==> src/rtl/mux_nto1_rr_pkg.sv <==
// Shared definitions for the N:1 registered mux with round-robin selection.
//   MODE_FIXED / MODE_RR : values of the mode_i input.
//   clog2()              : ceiling log2, used to size channel indices.
package mux_nto1_rr_pkg;

  localparam logic MODE_FIXED = 1'b0;
  localparam logic MODE_RR    = 1'b1;

  function automatic int clog2(input int n);
    int r;
    r = 0;
    while ((1 << r) < n) r = r + 1;
    return r;
  endfunction

endpackage

==> src/rtl/mux_nto1_rr_rr_arbiter.sv <==
// Round-robin arbiter: grants the first requester found when scanning
// ptr_i, ptr_i+1, ..., N_CH-1, 0, ..., ptr_i-1.
//   req_i       : per-channel request
//   ptr_i       : highest-priority channel this cycle (must be < N_CH)
//   en_i        : arbitration enable; no grant when low
//   gnt_o       : one-hot grant
//   gnt_idx_o   : index of the granted channel (0 when no grant)
//   gnt_valid_o : a grant exists
module rr_arbiter #(
  parameter int N_CH  = 4,
  parameter int SEL_W = 2
) (
  input  logic [N_CH-1:0]  req_i,
  input  logic [SEL_W-1:0] ptr_i,
  input  logic             en_i,
  output logic [N_CH-1:0]  gnt_o,
  output logic [SEL_W-1:0] gnt_idx_o,
  output logic             gnt_valid_o
);

  logic [SEL_W:0]   sum;
  logic [SEL_W-1:0] idx;

  always_comb begin
    gnt_o       = '0;
    gnt_idx_o   = '0;
    gnt_valid_o = 1'b0;
    sum         = '0;
    idx         = '0;
    for (int off = 0; off < N_CH; off++) begin
      // Wrapped candidate index; one extra bit keeps ptr+off from overflowing.
      sum = {1'b0, ptr_i} + (SEL_W+1)'(off);
      if (sum >= (SEL_W+1)'(N_CH)) sum = sum - (SEL_W+1)'(N_CH);
      idx = sum[SEL_W-1:0];
      if (en_i && !gnt_valid_o && req_i[idx]) begin
        gnt_valid_o = 1'b1;
        gnt_idx_o   = idx;
        gnt_o[idx]  = 1'b1;
      end
    end
  end

endmodule

==> src/rtl/mux_nto1_rr.sv <==
// N-channel to 1 mux with a registered output stage, valid/ready handshakes
// and a choice of fixed (sel_i) or round-robin channel selection.
//   clk_i, rst_i   : clock, synchronous active-high reset
//   in_data_i      : packed channel data, channel i at [i*WIDTH +: WIDTH]
//   in_valid_i     : per-channel valid
//   in_ready_o     : per-channel ready, at most one bit set (the grant)
//   mode_i         : MODE_FIXED uses sel_i, MODE_RR scans from the RR pointer
//   sel_i          : channel chosen in fixed mode (no grant if >= N_CH)
//   out_data_o     : registered data of the captured beat
//   out_ch_o       : channel index of the captured beat
//   out_valid_o    : output register holds a beat (EMPTY=0 / FULL=1)
//   out_ready_i    : consumer accepts the beat
//   dbg_ptr_o      : current round-robin pointer, for observation only
//
// Handshake: a beat moves across an interface on a rising clk edge where
// valid and ready are both high. Once valid is raised the producer holds
// valid and data stable until that edge. in_ready_o never depends on a
// transfer being consumed later; out_valid_o never drops without an accept.
module mux_nto1_rr
  import mux_nto1_rr_pkg::*;
#(
  parameter  int WIDTH = 2,
  parameter  int N_CH  = 4,
  localparam int SEL_W = clog2(N_CH)
) (
  input  logic                  clk_i,
  input  logic                  rst_i,
  input  logic [N_CH*WIDTH-1:0] in_data_i,
  input  logic [N_CH-1:0]       in_valid_i,
  output logic [N_CH-1:0]       in_ready_o,
  input  logic                  mode_i,
  input  logic [SEL_W-1:0]      sel_i,
  output logic [WIDTH-1:0]      out_data_o,
  output logic [SEL_W-1:0]      out_ch_o,
  output logic                  out_valid_o,
  input  logic                  out_ready_i,
  output logic [SEL_W-1:0]      dbg_ptr_o
);

  logic [WIDTH-1:0] out_data_q,  out_data_d;
  logic [SEL_W-1:0] out_ch_q,    out_ch_d;
  logic             out_valid_q, out_valid_d;
  logic [SEL_W-1:0] ptr_q,       ptr_d;

  // The register can take a new beat when empty or when its beat leaves
  // on this same edge, which keeps one beat per cycle with a single stage.
  logic load;
  assign load = ~out_valid_q | out_ready_i;

  // Round-robin path
  logic [N_CH-1:0]  rr_gnt;
  logic [SEL_W-1:0] rr_idx;
  logic             rr_valid;

  rr_arbiter #(
    .N_CH  (N_CH),
    .SEL_W (SEL_W)
  ) u_arb (
    .req_i       (in_valid_i),
    .ptr_i       (ptr_q),
    .en_i        (load & ~rst_i & (mode_i == MODE_RR)),
    .gnt_o       (rr_gnt),
    .gnt_idx_o   (rr_idx),
    .gnt_valid_o (rr_valid)
  );

  // Fixed path; an out-of-range sel_i (non power-of-two N_CH) never grants.
  logic sel_in_range;
  logic fx_valid;
  assign sel_in_range = ({1'b0, sel_i} < (SEL_W+1)'(N_CH));
  assign fx_valid     = load & ~rst_i & (mode_i == MODE_FIXED) &
                        sel_in_range && in_valid_i[sel_i];

  logic             grant_valid;
  logic [SEL_W-1:0] grant_idx;
  logic [WIDTH-1:0] grant_data;

  always_comb begin
    grant_valid = 1'b0;
    grant_idx   = '0;
    in_ready_o  = '0;
    if (mode_i == MODE_RR) begin
      grant_valid = rr_valid;
      grant_idx   = rr_idx;
      in_ready_o  = rr_gnt;
    end else if (fx_valid) begin
      grant_valid = 1'b1;
      grant_idx   = sel_i;
      in_ready_o  = N_CH'(1) << sel_i;
    end
  end

  assign grant_data = in_data_i[int'(grant_idx)*WIDTH +: WIDTH];

  always_comb begin
    out_data_d  = out_data_q;
    out_ch_d    = out_ch_q;
    out_valid_d = out_valid_q;
    ptr_d       = ptr_q;
    if (grant_valid) begin
      out_data_d  = grant_data;
      out_ch_d    = grant_idx;
      out_valid_d = 1'b1;
      if (mode_i == MODE_RR)
        ptr_d = (grant_idx == SEL_W'(N_CH-1)) ? '0 : grant_idx + 1'b1;
    end else if (load) begin
      // Beat accepted (or register already empty) with nothing new to take.
      out_valid_d = 1'b0;
    end
  end

  always_ff @(posedge clk_i) begin
    if (rst_i) begin
      out_data_q  <= '0;
      out_ch_q    <= '0;
      out_valid_q <= 1'b0;
      ptr_q       <= '0;
    end else begin
      out_data_q  <= out_data_d;
      out_ch_q    <= out_ch_d;
      out_valid_q <= out_valid_d;
      ptr_q       <= ptr_d;
    end
  end

  assign out_data_o  = out_data_q;
  assign out_ch_o    = out_ch_q;
  assign out_valid_o = out_valid_q;
  assign dbg_ptr_o   = ptr_q;

endmodule

==> config.mk <==
export PLATFORM = sky130hd
export DESIGN_NAME = mux_nto1_rr
export DESIGN_NICKNAME = d
export VERILOG_FILES = /design/src/rtl/mux_nto1_rr_pkg.sv /design/src/rtl/mux_nto1_rr_rr_arbiter.sv /design/src/rtl/mux_nto1_rr.sv
export SDC_FILE = /design/constraint.sdc
export NUM_CORES = 1
export LEC_CHECK = 0
export CORE_MARGIN = 4
export CORE_UTILIZATION = 35
export CTS_CLUSTER_SIZE = 30
export DETAILED_ROUTE_END_ITERATION = 10
export PLACE_DENSITY = 0.65
export REMOVE_ABC_BUFFERS = 1
export SETUP_SLACK_MARGIN = 0.4
export SLEW_MARGIN = 20
export SYNTH_ARGS = -nofsm -noshare
export SYNTH_HDL_FRONTEND = slang
export SYNTH_SLANG_ARGS = --single-unit
==> constraint.sdc <==
create_clock -name clk_i -period 2.98 [get_ports clk_i]
set_clock_uncertainty 0.2 [all_clocks]
set_input_delay 0.447 -clock clk_i [delete_from_list [all_inputs] [get_ports clk_i]]
set_output_delay 0.447 -clock clk_i [all_outputs]
set_load 0.02 [all_outputs]
==> run_results.csv <==
group,metric,value,unit
timing,relSlewSlack,76.6,%
pwr,powerDensity,339,mW/mm^2
clocking,clock_tree.root_cell,"clkbuf_4",
pwr,power_frac_seq,19.5,%
place,pre_cts_ws,-0.537,ns
cells_and_area,regArea,143,um^2
timing,timing.final.max_slew_violations,0,
worst_hold_path,hold-path-cell-count,2,
grt,grt_max_degree,9,
setup_path,cp_slowest_cell,"mux4_2",
timing,worst_pin_slew,0.351,ns
floorplan,initial_core_util,37.5,%
route,firstDrtPassIters,4,
yosys,synth_area,947,um^2
clocking,htree_levels,1,
cells_and_area,syn2layout_area_growth,72.5,%
yosys,synthDistinctLibCells,40,
pwr,ir_drop,305,uV
setup_path,cp_data_arrival_time,2.33,ns
timing,worst_slack,0.00595,ns
cells_and_area,drive_above_1_share,47.4,%
cells_and_area,antennaDiodeCount,0,
setup_path,end_kind,"primary output",
yosys,syn_avg_cell_area,9.20,um^2
route,drtIter0Drc,95,
grt,antenna_found_initial,0,
yosys,synth_cells,103,
yosys,ys_ff_latch,7,
timing,finalCritPeriodShare,99.8,%
timing,finalCriticalPeriod,2.97,ns
timing,setup_violations,0,
clocking,cts_max_path_buffers,2,
floorplan,ios,29,
setup_path,crit_type,"reg -> out",
route,drt-total-wl,3.33,mm
yosys,synth_sequential_area_ratio,14.8,%
floorplan,die_h,60.0,um
worst_hold_path,hold_path.class,"reg -> reg",
route,via_per_inst,5.66,
place,dp_hpwl,2.39,mm
pwr,clkPwrFrac,15.0,%
route,drc_errors,0,
setup_path,critPathLaunchType,"flop",
job,drv_cap,0,
timing,hold_slack,0.289,ns
pwr,p_leak,0.681,nW
yosys,synth_enable_flop_cells,0,
cells_and_area,fillers,229,
timing,grt_setup_unrepaired,"true",
clocking,cts_tree,"done",
cells_and_area,finish.utilization,64.8,%
timing,finalHoldViolations,0,
grt,grt_pass1_wl,5.58,mm
clocking,clk_pin_slew,0.05,ns
timing,fmax,336,MHz
cells_and_area,final_cell_area,0.00163,mm^2
clocking,clk_latency,0.25,ns
route,post_drt_wl_per_cell,16.4,um
yosys,synthFlopType,"dfxtp_1",
timing,setup_tns,0,ns
setup_path,path_cells,"inv_2 -> ha_4 -> mux4_2 -> buf_6 -> a22oi_2 -> nor2_1 -> a21oi_1 -> o211ai_1 -> buf_4",
floorplan,core,0.00252,mm^2
yosys,async_flop_share,0,%
floorplan,fp.dieW,60.0,um
place,place.gp.congestion,0.841,
grt,grt.overflow.total,0,
yosys,ys_warn_count,0,
pwr,swShare,37.2,%
clocking,numCtsBuffers,3,
clocking,hold_buffers,0,
setup_path,crit_fanout,5,
place,io_buffers,28,
route,vias,1149,
clocking,cts.sinks,7,
cells_and_area,multi_input_area,802,um^2
place,placed_cell_area,0.00145,mm^2
grt,grt_usage,20.0,%
pwr,pwr-share-comb,65.5,%
route,antenna_left,0,
pwr,p_int,0.348,mW
setup_path,slowest_delay,0.62,ns
pwr,p_sw,0.206,mW
cells_and_area,nNetsFinal,196,
floorplan,rows,18,
setup_path,r2r_cells,12,
floorplan,die_area,0.00360,mm^2
status,outcome,"finished, final reports clean",
setup_path,crit_required,2.33,ns
grt,grt_pass1_vias,1202,
-- metal layers --
metal,track usage (%),vias up,share of wire (%)
li1,-,545,-
met1,24.0,547,40
met2,35.8,49,52
met3,2.81,8,5.8
met4,7.28,0,2.1
met5,0,-,0
-- cell type report --
type / count / area share, %
Sequential cell: 7 / 8.73
Timing Repair Buffer: 70 / 36.7
Tap cell: 30 / 2.30
Clock buffer: 4 / 1.61
Inverter: 7 / 1.61
Multi-Input combinational cell: 85 / 49.1
-- placed cells by master, fill, tap and decap left out, types with 2 or more instances in the layout --
cell,count
buf_4,39
nand3_1,3
clkdlybuf4s50_1,20
buf_6,5
buf_2,2
mux2i_1,9
clkdlybuf4s15_1,2
clkbuf_4,3
ha_1,3
inv_1,5
mux2_2,3
nor2_1,11
a21o_1,3
a22o_1,2
inv_2,2
a221oi_2,2
nor3_1,3
a21oi_1,6
a21oi_2,2
o21ai_0,2
nor2_4,3
dfxtp_1,5
o22ai_1,2
dfxtp_2,2
a222oi_1,2
nor2b_4,2
nand2b_1,3
a22oi_2,3
mux4_2,4
-- per-stage QoR --
stage / power, mW / std cells
finish: 0.555 / 203
global route: 0.589 / 203
CTS: 0.536 / 200
detailed placement: 0.408 / 185
global placement: 0.400 / 185
floorplan: 0.269 / 99
-- worst paths after layout --
path / slack (ns) / from / end
min: 0.29 / out_ch_o[0] / out_ch_o[0]
max: 0.006 / dbg_ptr_o[0] / in_ready_o[0]
min reg2reg: 0.29 / out_ch_o[0] / out_ch_o[0]
max reg2reg: 0.18 / dbg_ptr_o[0] / out_data_o[1]
-- cells in the mapped netlist (2+ instances only) --
master / instances / area, um^2
nor2_1: 12 / 45.0
mux4_2: 3 / 67.6
ha_1: 4 / 50.1
a21o_1: 3 / 22.5
buf_6: 2 / 22.5
a21oi_1: 7 / 35.0
o21ai_0: 3 / 15.0
a22o_1: 2 / 17.5
inv_1: 7 / 26.3
mux2_2: 3 / 33.8
o22ai_1: 2 / 12.5
a222oi_1: 2 / 20.0
mux2i_1: 9 / 90.1
a221oi_2: 2 / 30.0
nand2b_1: 3 / 18.8
nand3_1: 3 / 15.0
a22oi_1: 2 / 15.0
dfxtp_1: 7 / 140
nor2b_2: 2 / 17.5
nor3_1: 3 / 15.0
clkbuf_1: 2 / 7.51
nor2b_1: 2 / 12.5
-- power groups by stage --
stage               clock network, mW  logic [mW]  registers (mW)
finish                         0.0831       0.363           0.108
global route                   0.0919       0.387           0.109
CTS                            0.0877       0.340           0.108
detailed placement                  0       0.299           0.109
global placement                    0       0.292           0.108
floorplan                           0       0.144           0.125
-- worst max-delay path, delay by kind of cell (launching register included) --
| family | cells | cell delay (ns) |
|---|---|---|
| compound gates | 3 | 0.39 |
| fa+ha+maj | 1 | 0.28 |
| buf+inv | 3 | 0.40 |
| flops | 1 | 0.34 |
| mux | 1 | 0.62 |
| simple gates | 1 | 0.06 |
-- repair_timing --
action / 4_1_cts / 5_1_grt
endpoints found under the setup margin: 10 / 10
pin swaps: 9 / 8
buffers inserted: 11 / 3
gates resized for setup: 42 / 8
-- registers in the layout, indices dropped and copies added, names as in the netlist --
name / cells
dbg_ptr_o: 2
out_data_o: 2
out_ch_o: 2
out_valid_o: 1
-- kinds of logic after synthesis --
family                     synth area share (%)
muxes                                      23.0
buffers and inverters                      5.95
AOI/OAI and AO/OA                          30.8
DFF                                        14.8
and+or+nand+nor                            20.2
adders and majority gates                  5.28
Power figures use the tool's default switching activity.
